==> config.mk <==
export PLATFORM = sky130hd
export DESIGN_NAME = gb_lcd_capture
export DESIGN_NICKNAME = d
export VERILOG_FILES = /design/src/rtl/gbvga_pkg.sv /design/src/rtl/gb_sync_edge.sv /design/src/rtl/gb_lcd_capture.sv
export SDC_FILE = /design/constraint.sdc
export NUM_CORES = 1
export LEC_CHECK = 0
export CAP_MARGIN = 20
export CORE_MARGIN = 3
export CORE_UTILIZATION = 44
export DETAILED_ROUTE_END_ITERATION = 8
export GPL_ROUTABILITY_DRIVEN = 0
export MAX_ROUTING_LAYER = met4
export PLACE_DENSITY_LB_ADDON = 0.3
export SLEW_MARGIN = 20
export SYNTH_ARGS = -nofsm -noshare
export SYNTH_HDL_FRONTEND = slang
export SYNTH_SLANG_ARGS = --single-unit
export TNS_END_PERCENT = 1
==> constraint.sdc <==
create_clock -name clk_i -period 6.19 [get_ports clk_i]
set_clock_uncertainty 0.15 [all_clocks]
set_input_delay 1.238 -clock clk_i [delete_from_list [all_inputs] [get_ports clk_i]]
set_output_delay 1.238 -clock clk_i [all_outputs]
set_load 0.01 [all_outputs]
==> src/rtl/gbvga_pkg.sv <==
// Constants and types shared by the Game Boy LCD capture and the VGA scan-out.
// Framebuffer addressing is linear: y*160 + x.
package gbvga_pkg;

  localparam int GB_H_PIX   = 160;
  localparam int GB_V_LINES = 144;
  localparam int FB_ADDR_W  = 15;
  localparam int PIX_W      = 2;

  typedef enum logic {
    WAIT_VSYNC,
    ACTIVE
  } cap_state_e;

  // y*160 + x as y<<7 + y<<5 + x; 143*160+159 = 23039 fits in 15 bits
  function automatic logic [FB_ADDR_W-1:0] fb_addr(input logic [7:0] y, input logic [7:0] x);
    return {y, 7'd0} + {2'd0, y, 5'd0} + {7'd0, x};
  endfunction

endpackage

==> src/rtl/gb_sync_edge.sv <==
// Multi-bit synchroniser with registered edge pulses; edge bits and side-band bits share one
// chain depth so side data stays aligned with the pulses (FALL_MASK bit set = falling edge).
module gb_sync_edge #(
  parameter int             STAGES    = 2,
  parameter int             EW        = 3,
  parameter int             DW        = 2,
  parameter logic [EW-1:0]  FALL_MASK = '0
) (
  input  logic          clk_i,
  input  logic          rst_i,
  input  logic [EW-1:0] edge_i,
  input  logic [DW-1:0] side_i,
  output logic [EW-1:0] pulse_o,
  output logic [DW-1:0] side_o
);

  localparam int W = EW + DW;

  logic [W-1:0]  chain_q [STAGES];
  logic [W-1:0]  dly_q;
  logic [EW-1:0] pulse_q;
  logic [EW-1:0] last_e;
  logic [EW-1:0] dly_e;

  assign last_e = chain_q[STAGES-1][EW-1:0];
  assign dly_e  = dly_q[EW-1:0];

  always_ff @(posedge clk_i or posedge rst_i) begin
    if (rst_i) begin
      for (int i = 0; i < STAGES; i++) chain_q[i] <= '0;
      dly_q   <= '0;
      pulse_q <= '0;
    end else begin
      chain_q[0] <= {side_i, edge_i};
      for (int i = 1; i < STAGES; i++) chain_q[i] <= chain_q[i-1];
      dly_q   <= chain_q[STAGES-1];
      pulse_q <= (~last_e & dly_e & FALL_MASK) | (last_e & ~dly_e & ~FALL_MASK);
    end
  end

  // dly_q and pulse_q are loaded from the same chain sample, so they line up
  assign pulse_o = pulse_q;
  assign side_o  = dly_q[W-1:EW];

endmodule

==> src/rtl/gb_lcd_capture.sv <==
// Captures the async Game Boy LCD bus into the framebuffer (addr y*160+x), reports frame_done/locked.
// Optional GBLCD_DOUBLE_BUFFER_EN: wr_bank_o toggles on each frame_done; otherwise tied 0.
module gb_lcd_capture
  import gbvga_pkg::*;
#(
  parameter int H_PIX       = GB_H_PIX,
  parameter int V_LINES     = GB_V_LINES,
  parameter int SYNC_STAGES = 2,
  parameter int INVERT_DATA = 0
) (
  input  logic                 clk_i,
  input  logic                 reset_i,
  input  logic                 gb_clk_i,
  input  logic                 gb_hsync_i,
  input  logic                 gb_vsync_i,
  input  logic [PIX_W-1:0]     gb_data_i,
  output logic                 wr_en_o,
  output logic [FB_ADDR_W-1:0] wr_addr_o,
  output logic [PIX_W-1:0]     wr_data_o,
  output logic                 wr_bank_o,
  output logic                 frame_done_o,
  output logic                 locked_o
);

  localparam logic [7:0] H_MAX  = 8'(H_PIX);
  localparam logic [7:0] V_MAX  = 8'(V_LINES);
  localparam logic [7:0] X_LAST = 8'(H_PIX - 1);
  localparam logic [7:0] Y_LAST = 8'(V_LINES - 1);

  logic [2:0]       pulse;
  logic [PIX_W-1:0] data_s;
  logic             vs_rise, hs_rise, px_fall;

  gb_sync_edge #(
    .STAGES   (SYNC_STAGES),
    .EW       (3),
    .DW       (PIX_W),
    .FALL_MASK(3'b001)
  ) u_sync (
    .clk_i  (clk_i),
    .rst_i  (reset_i),
    .edge_i ({gb_vsync_i, gb_hsync_i, gb_clk_i}),
    .side_i (gb_data_i),
    .pulse_o(pulse),
    .side_o (data_s)
  );

  assign {vs_rise, hs_rise, px_fall} = pulse;

  // state      | meaning
  // WAIT_VSYNC | after reset, ignore everything until the first frame sync
  // ACTIVE     | tracking x/y and writing in-range pixels
  cap_state_e       state_q, state_d;
  logic [7:0]       x_q, x_d, y_q, y_d;
  logic             first_q, first_d;
  logic             locked_q, locked_d;
  logic             pix_we_q, pix_we_d;
  logic [7:0]       pix_x_q, pix_x_d, pix_y_q, pix_y_d;
  logic [PIX_W-1:0] pix_data_q, pix_data_d;
  logic             wr_en_q, last_wr_q, frame_done_q;
  logic [FB_ADDR_W-1:0] wr_addr_q;
  logic [PIX_W-1:0] wr_data_q;

  always_ff @(posedge clk_i or posedge reset_i) begin
    if (reset_i) begin
      state_q    <= WAIT_VSYNC;
      x_q        <= '0;
      y_q        <= '0;
      first_q    <= 1'b0;
      locked_q   <= 1'b0;
      pix_we_q   <= 1'b0;
      pix_x_q    <= '0;
      pix_y_q    <= '0;
      pix_data_q <= '0;
    end else begin
      state_q    <= state_d;
      x_q        <= x_d;
      y_q        <= y_d;
      first_q    <= first_d;
      locked_q   <= locked_d;
      pix_we_q   <= pix_we_d;
      pix_x_q    <= pix_x_d;
      pix_y_q    <= pix_y_d;
      pix_data_q <= pix_data_d;
    end
  end

  // Same-cycle events are applied in order vsync, hsync, pixel on the running next-state values
  always_comb begin
    state_d    = state_q;
    x_d        = x_q;
    y_d        = y_q;
    first_d    = first_q;
    locked_d   = locked_q;
    pix_we_d   = 1'b0;
    pix_x_d    = x_q;
    pix_y_d    = y_q;
    pix_data_d = (INVERT_DATA != 0) ? ~data_s : data_s;

    if (last_wr_q) locked_d = 1'b1;

    if (vs_rise) begin
      if (state_q == ACTIVE && y_q < Y_LAST) locked_d = 1'b0;
      state_d = ACTIVE;
      x_d     = '0;
      y_d     = '0;
      first_d = 1'b1;
    end

    if (state_d == ACTIVE) begin
      if (hs_rise) begin
        x_d = '0;
        if (first_d) first_d = 1'b0;
        else if (y_d < V_MAX) y_d = y_d + 8'd1;
      end
      if (px_fall && x_d < H_MAX && y_d < V_MAX) begin
        pix_we_d = 1'b1;
        pix_x_d  = x_d;
        pix_y_d  = y_d;
        x_d      = x_d + 8'd1;
      end
    end
  end

  always_ff @(posedge clk_i or posedge reset_i) begin
    if (reset_i) begin
      wr_en_q      <= 1'b0;
      wr_addr_q    <= '0;
      wr_data_q    <= '0;
      last_wr_q    <= 1'b0;
      frame_done_q <= 1'b0;
    end else begin
      wr_en_q      <= pix_we_q;
      if (pix_we_q) begin
        wr_addr_q <= fb_addr(pix_y_q, pix_x_q);
        wr_data_q <= pix_data_q;
      end
      last_wr_q    <= pix_we_q && pix_x_q == X_LAST && pix_y_q == Y_LAST;
      frame_done_q <= last_wr_q;
    end
  end

`ifdef GBLCD_DOUBLE_BUFFER_EN
  logic bank_q;

  always_ff @(posedge clk_i or posedge reset_i) begin
    if (reset_i)        bank_q <= 1'b0;
    else if (last_wr_q) bank_q <= ~bank_q;
  end

  assign wr_bank_o = bank_q;
`else
  assign wr_bank_o = 1'b0;
`endif

  assign wr_en_o      = wr_en_q;
  assign wr_addr_o    = wr_addr_q;
  assign wr_data_o    = wr_data_q;
  assign frame_done_o = frame_done_q;
  assign locked_o     = locked_q;

endmodule

==> run summary <==
Outcome = finished, final reports clean
Hold Path Origin = u_sync.chain_q[4]
RSZ-0062 raised after global routing = no
Final Cell Area = 4120 um2
Vias = 2455
Initial core utilization = 0.460
Max VDD drop = 0.000151 V
Power Dens Cells = 250 nW/um2
Core Util, Final = 0.528
Post-placement cell count = 440
Setup crit start kind = register
Vias in the first global route = 2360
Top Ports = 28
Clock Tree Buf Depth = 2
Drt drc = 0
Post-route insts no fill = 456
Die X-Extent = 96.3 um
FF+latch count, synth = 76
Worst slew pin tran = 931 ps
Slew HR = 0.376
Critical path capture point type = register
Vias per inst = 5.38
Synth unique cells = 56
Most numerous cell in the Yosys netlist = dfrtp_1
ANT cells = 0
Flop pwr share = 0.535
Yosys warnings = 0
Total GRT Usage = 0.161
Nets = 375
Final worst slack = 2630 ps
Final ANT Viol Nets = 0
Layout cells sized above 1 = 0.136
Hold/Removal Path Class = reg2reg
Area post-placement = 3930 um2
Final hold viol count = 0
GRT overflow = 0
Avg WL per Cell = 14.4 um
Postcts setup bufs = 0
Synth Area in Compound Gates = 0.119
Clk_lat worst skew = 350 ps
TritonCTS clock tree = built
Tot Pwr = 1.03 mW
Commonest cells in the netlist = 76 x dfrtp_1, 30 x nand2_1, 17 x ha_1, 17 x inv_1, 17 x nor2_1
Combinational share of power = 0.114
Synth Area in Adders = 0.0704
H-Tree Depth = 3
Slowest stage cell, crit path = o31ai_2
Cell taking the most area after synthesis = dfrtp_1
CTS Sinks = 76
Final worst path period need = 3560 ps
Clock power share = 0.351
Worst path top cell family by delay = compound AO/OA/AOI/OAI gates
Min-Delay Endpoint = u_sync.dly_q[4]
CTS buffer count = 9
Worst Path Arrival = 3680 ps
Main synth FF type = dfrtp_1
DR iter-0 viols = 83
Post-synthesis async set-or-reset flop share = 1.00
Setup violators final = 0
Synth Area in XOR/XNOR = 0.0195
Hold-fix buffers, CTS = 0
Antenna violations before repair = 0
Max Clk Rate = 281 MHz
Number of flops mapped to enable cells by yosys = 0
Cells after synthesis = 322
Setup TNS = 0 ps
Num rows = 32
Drt first pass iters = 4
Period utilization = 0.575
First-pass GRT wire length = 11100 um
Place WS = 2690 ps
Register area share after synthesis = 0.530
Worst Path Max Fanout = 20
Largest family of logic cells by synthesized area = simple AND/OR/NAND/NOR gates
Post-synthesis instance area = 3590 um2
DP Wirelength = 4640 um
Crit-path cells = nor2b_1, ha_1, nand4b_1, nor4_1, mux2_2, o31ai_2, a41oi_1, a21oi_1
Syn_area_per_cell = 11.1 um2
Net Sw Frac = 0.276
R2R Path End = x_q[7]
Post-cts repair resize count = 0
Kind of critical path = reg2reg
Largest net degree at the start of global routing = 57
Synth Area in Simple Gates = 0.166
Core box area = 7810 um2
P_sw = 0.284 mW
Pint = 0.744 mW
Synth top area share = 0.530
Synthesized net count = 348
CTS clk-pin slew, worst paths = 90 ps
Worst path buffer plus inverter count = 0
Fin Hold WS = 200 ps
CTS root buf = clkbuf_8
WP data required = 6310 ps
IO buf count = 26
Top cells by area, synth = dfrtp_1 53%, ha_1 5.9%, mux2_2 4.4%
Reg2reg start = u_sync.pulse_o[2]
Setup slack, reg-to-reg = 2630 ps
Max-slew violations = 0
Worst hold path depth = 0
Die ar. = 9280 um2
Layout area overhead = 14.7%
Wirelength, routed = 6570 um
Post-synthesis mux area share = 0.0593
Worst reg-to-reg path cell count = 8
Die Span Y = 96.3 um
CP peak stage delay = 760 ps
Number of max-cap violations = 0
LEAKAGE = 1.86 nW
[state kept, by name (all words and copies together) (netlist names), 2 cells and up]
signal          cells
y_q                 8
wr_data_o           2
u_sync.pulse_o      3
wr_addr_o          15
x_q                 8
u_sync.chain_q     10
pix_data_q          2
pix_x_q             8
u_sync.dly_q        5
pix_y_q             8
[per-layer routing]
metal  GRT usage  up-vias  part of all wire
met5           -        -                 0
met4      0.0713        0             0.019
met3      0.0399       13             0.039
met2       0.248       56              0.48
met1       0.200     1192              0.47
li1            -     1194                 -
[cells by family (layout without fill, tap and decap cells)]
kind of cell | Yosys count | in the layout
and+or+nand+nor | 111 | 111
xor gates and xnor gates | 8 | 8
adders and majority gates | 19 | 19
buffers and inverters | 29 | 61
DFF | 76 | 76
muxes | 18 | 18
AOI/OAI and AO/OA | 60 | 60
other | 1 | 1
[how the worst max path moves through the flow]
stage | start | endpoint | slack, ps | cells past startpoint
after global placement | u_sync.pulse_o[2] | x_q[1] | 2840 | 8
after floorplan | reset_i | first_q | 2860 | 1
after global routing | u_sync.pulse_o[2] | x_q[1] | 2410 | 8
final | u_sync.pulse_o[2] | x_q[7] | 2630 | 8
after detailed placement | u_sync.pulse_o[2] | x_q[1] | 2690 | 8
after CTS | u_sync.pulse_o[2] | x_q[1] | 2670 | 8
[cell usage in the layout, fill, tap and decap left out, types with 3 or more instances in the layout]
cell type,netlist,routed
dfrtp_1,76,76
nand2_1,30,30
clkdlybuf4s50_1,0,26
nor2_1,17,17
ha_1,17,17
nor2b_1,16,16
inv_1,17,16
o21ai_0,14,14
mux2_2,14,14
a21oi_1,12,12
clkbuf_8,0,9
nor3_1,7,7
nand4_1,7,7
nand3_1,7,7
xnor2_1,7,7
nor4_1,5,5
or4_1,4,4
and3_1,4,4
or2_2,3,3
o21a_1,3,3
mux2_4,3,3
o31ai_1,3,3
a31oi_1,3,3
[cell type report]
cell class | instances | area, um2
Tap cell | 102 | 128
Clock inverter | 7 | 65.1
Fill cell | 685 | 3690
Multi-Input combinational cell | 217 | 1560
Sequential cell | 76 | 1900
Timing Repair Buffer | 28 | 275
Clock buffer | 9 | 124
Inverter | 17 | 63.8
[power groups by stage]
stage / Clock, mW / Combinational [mW] / Sequential (mW)
final: 0.361 / 0.117 / 0.550
after floorplan: 0 / 0.0678 / 0.560
after global placement: 0 / 0.115 / 0.561
after CTS: 0.376 / 0.119 / 0.551
after detailed placement: 0 / 0.119 / 0.562
after global routing: 0.396 / 0.131 / 0.556
(Power assumes the default switching activity.)
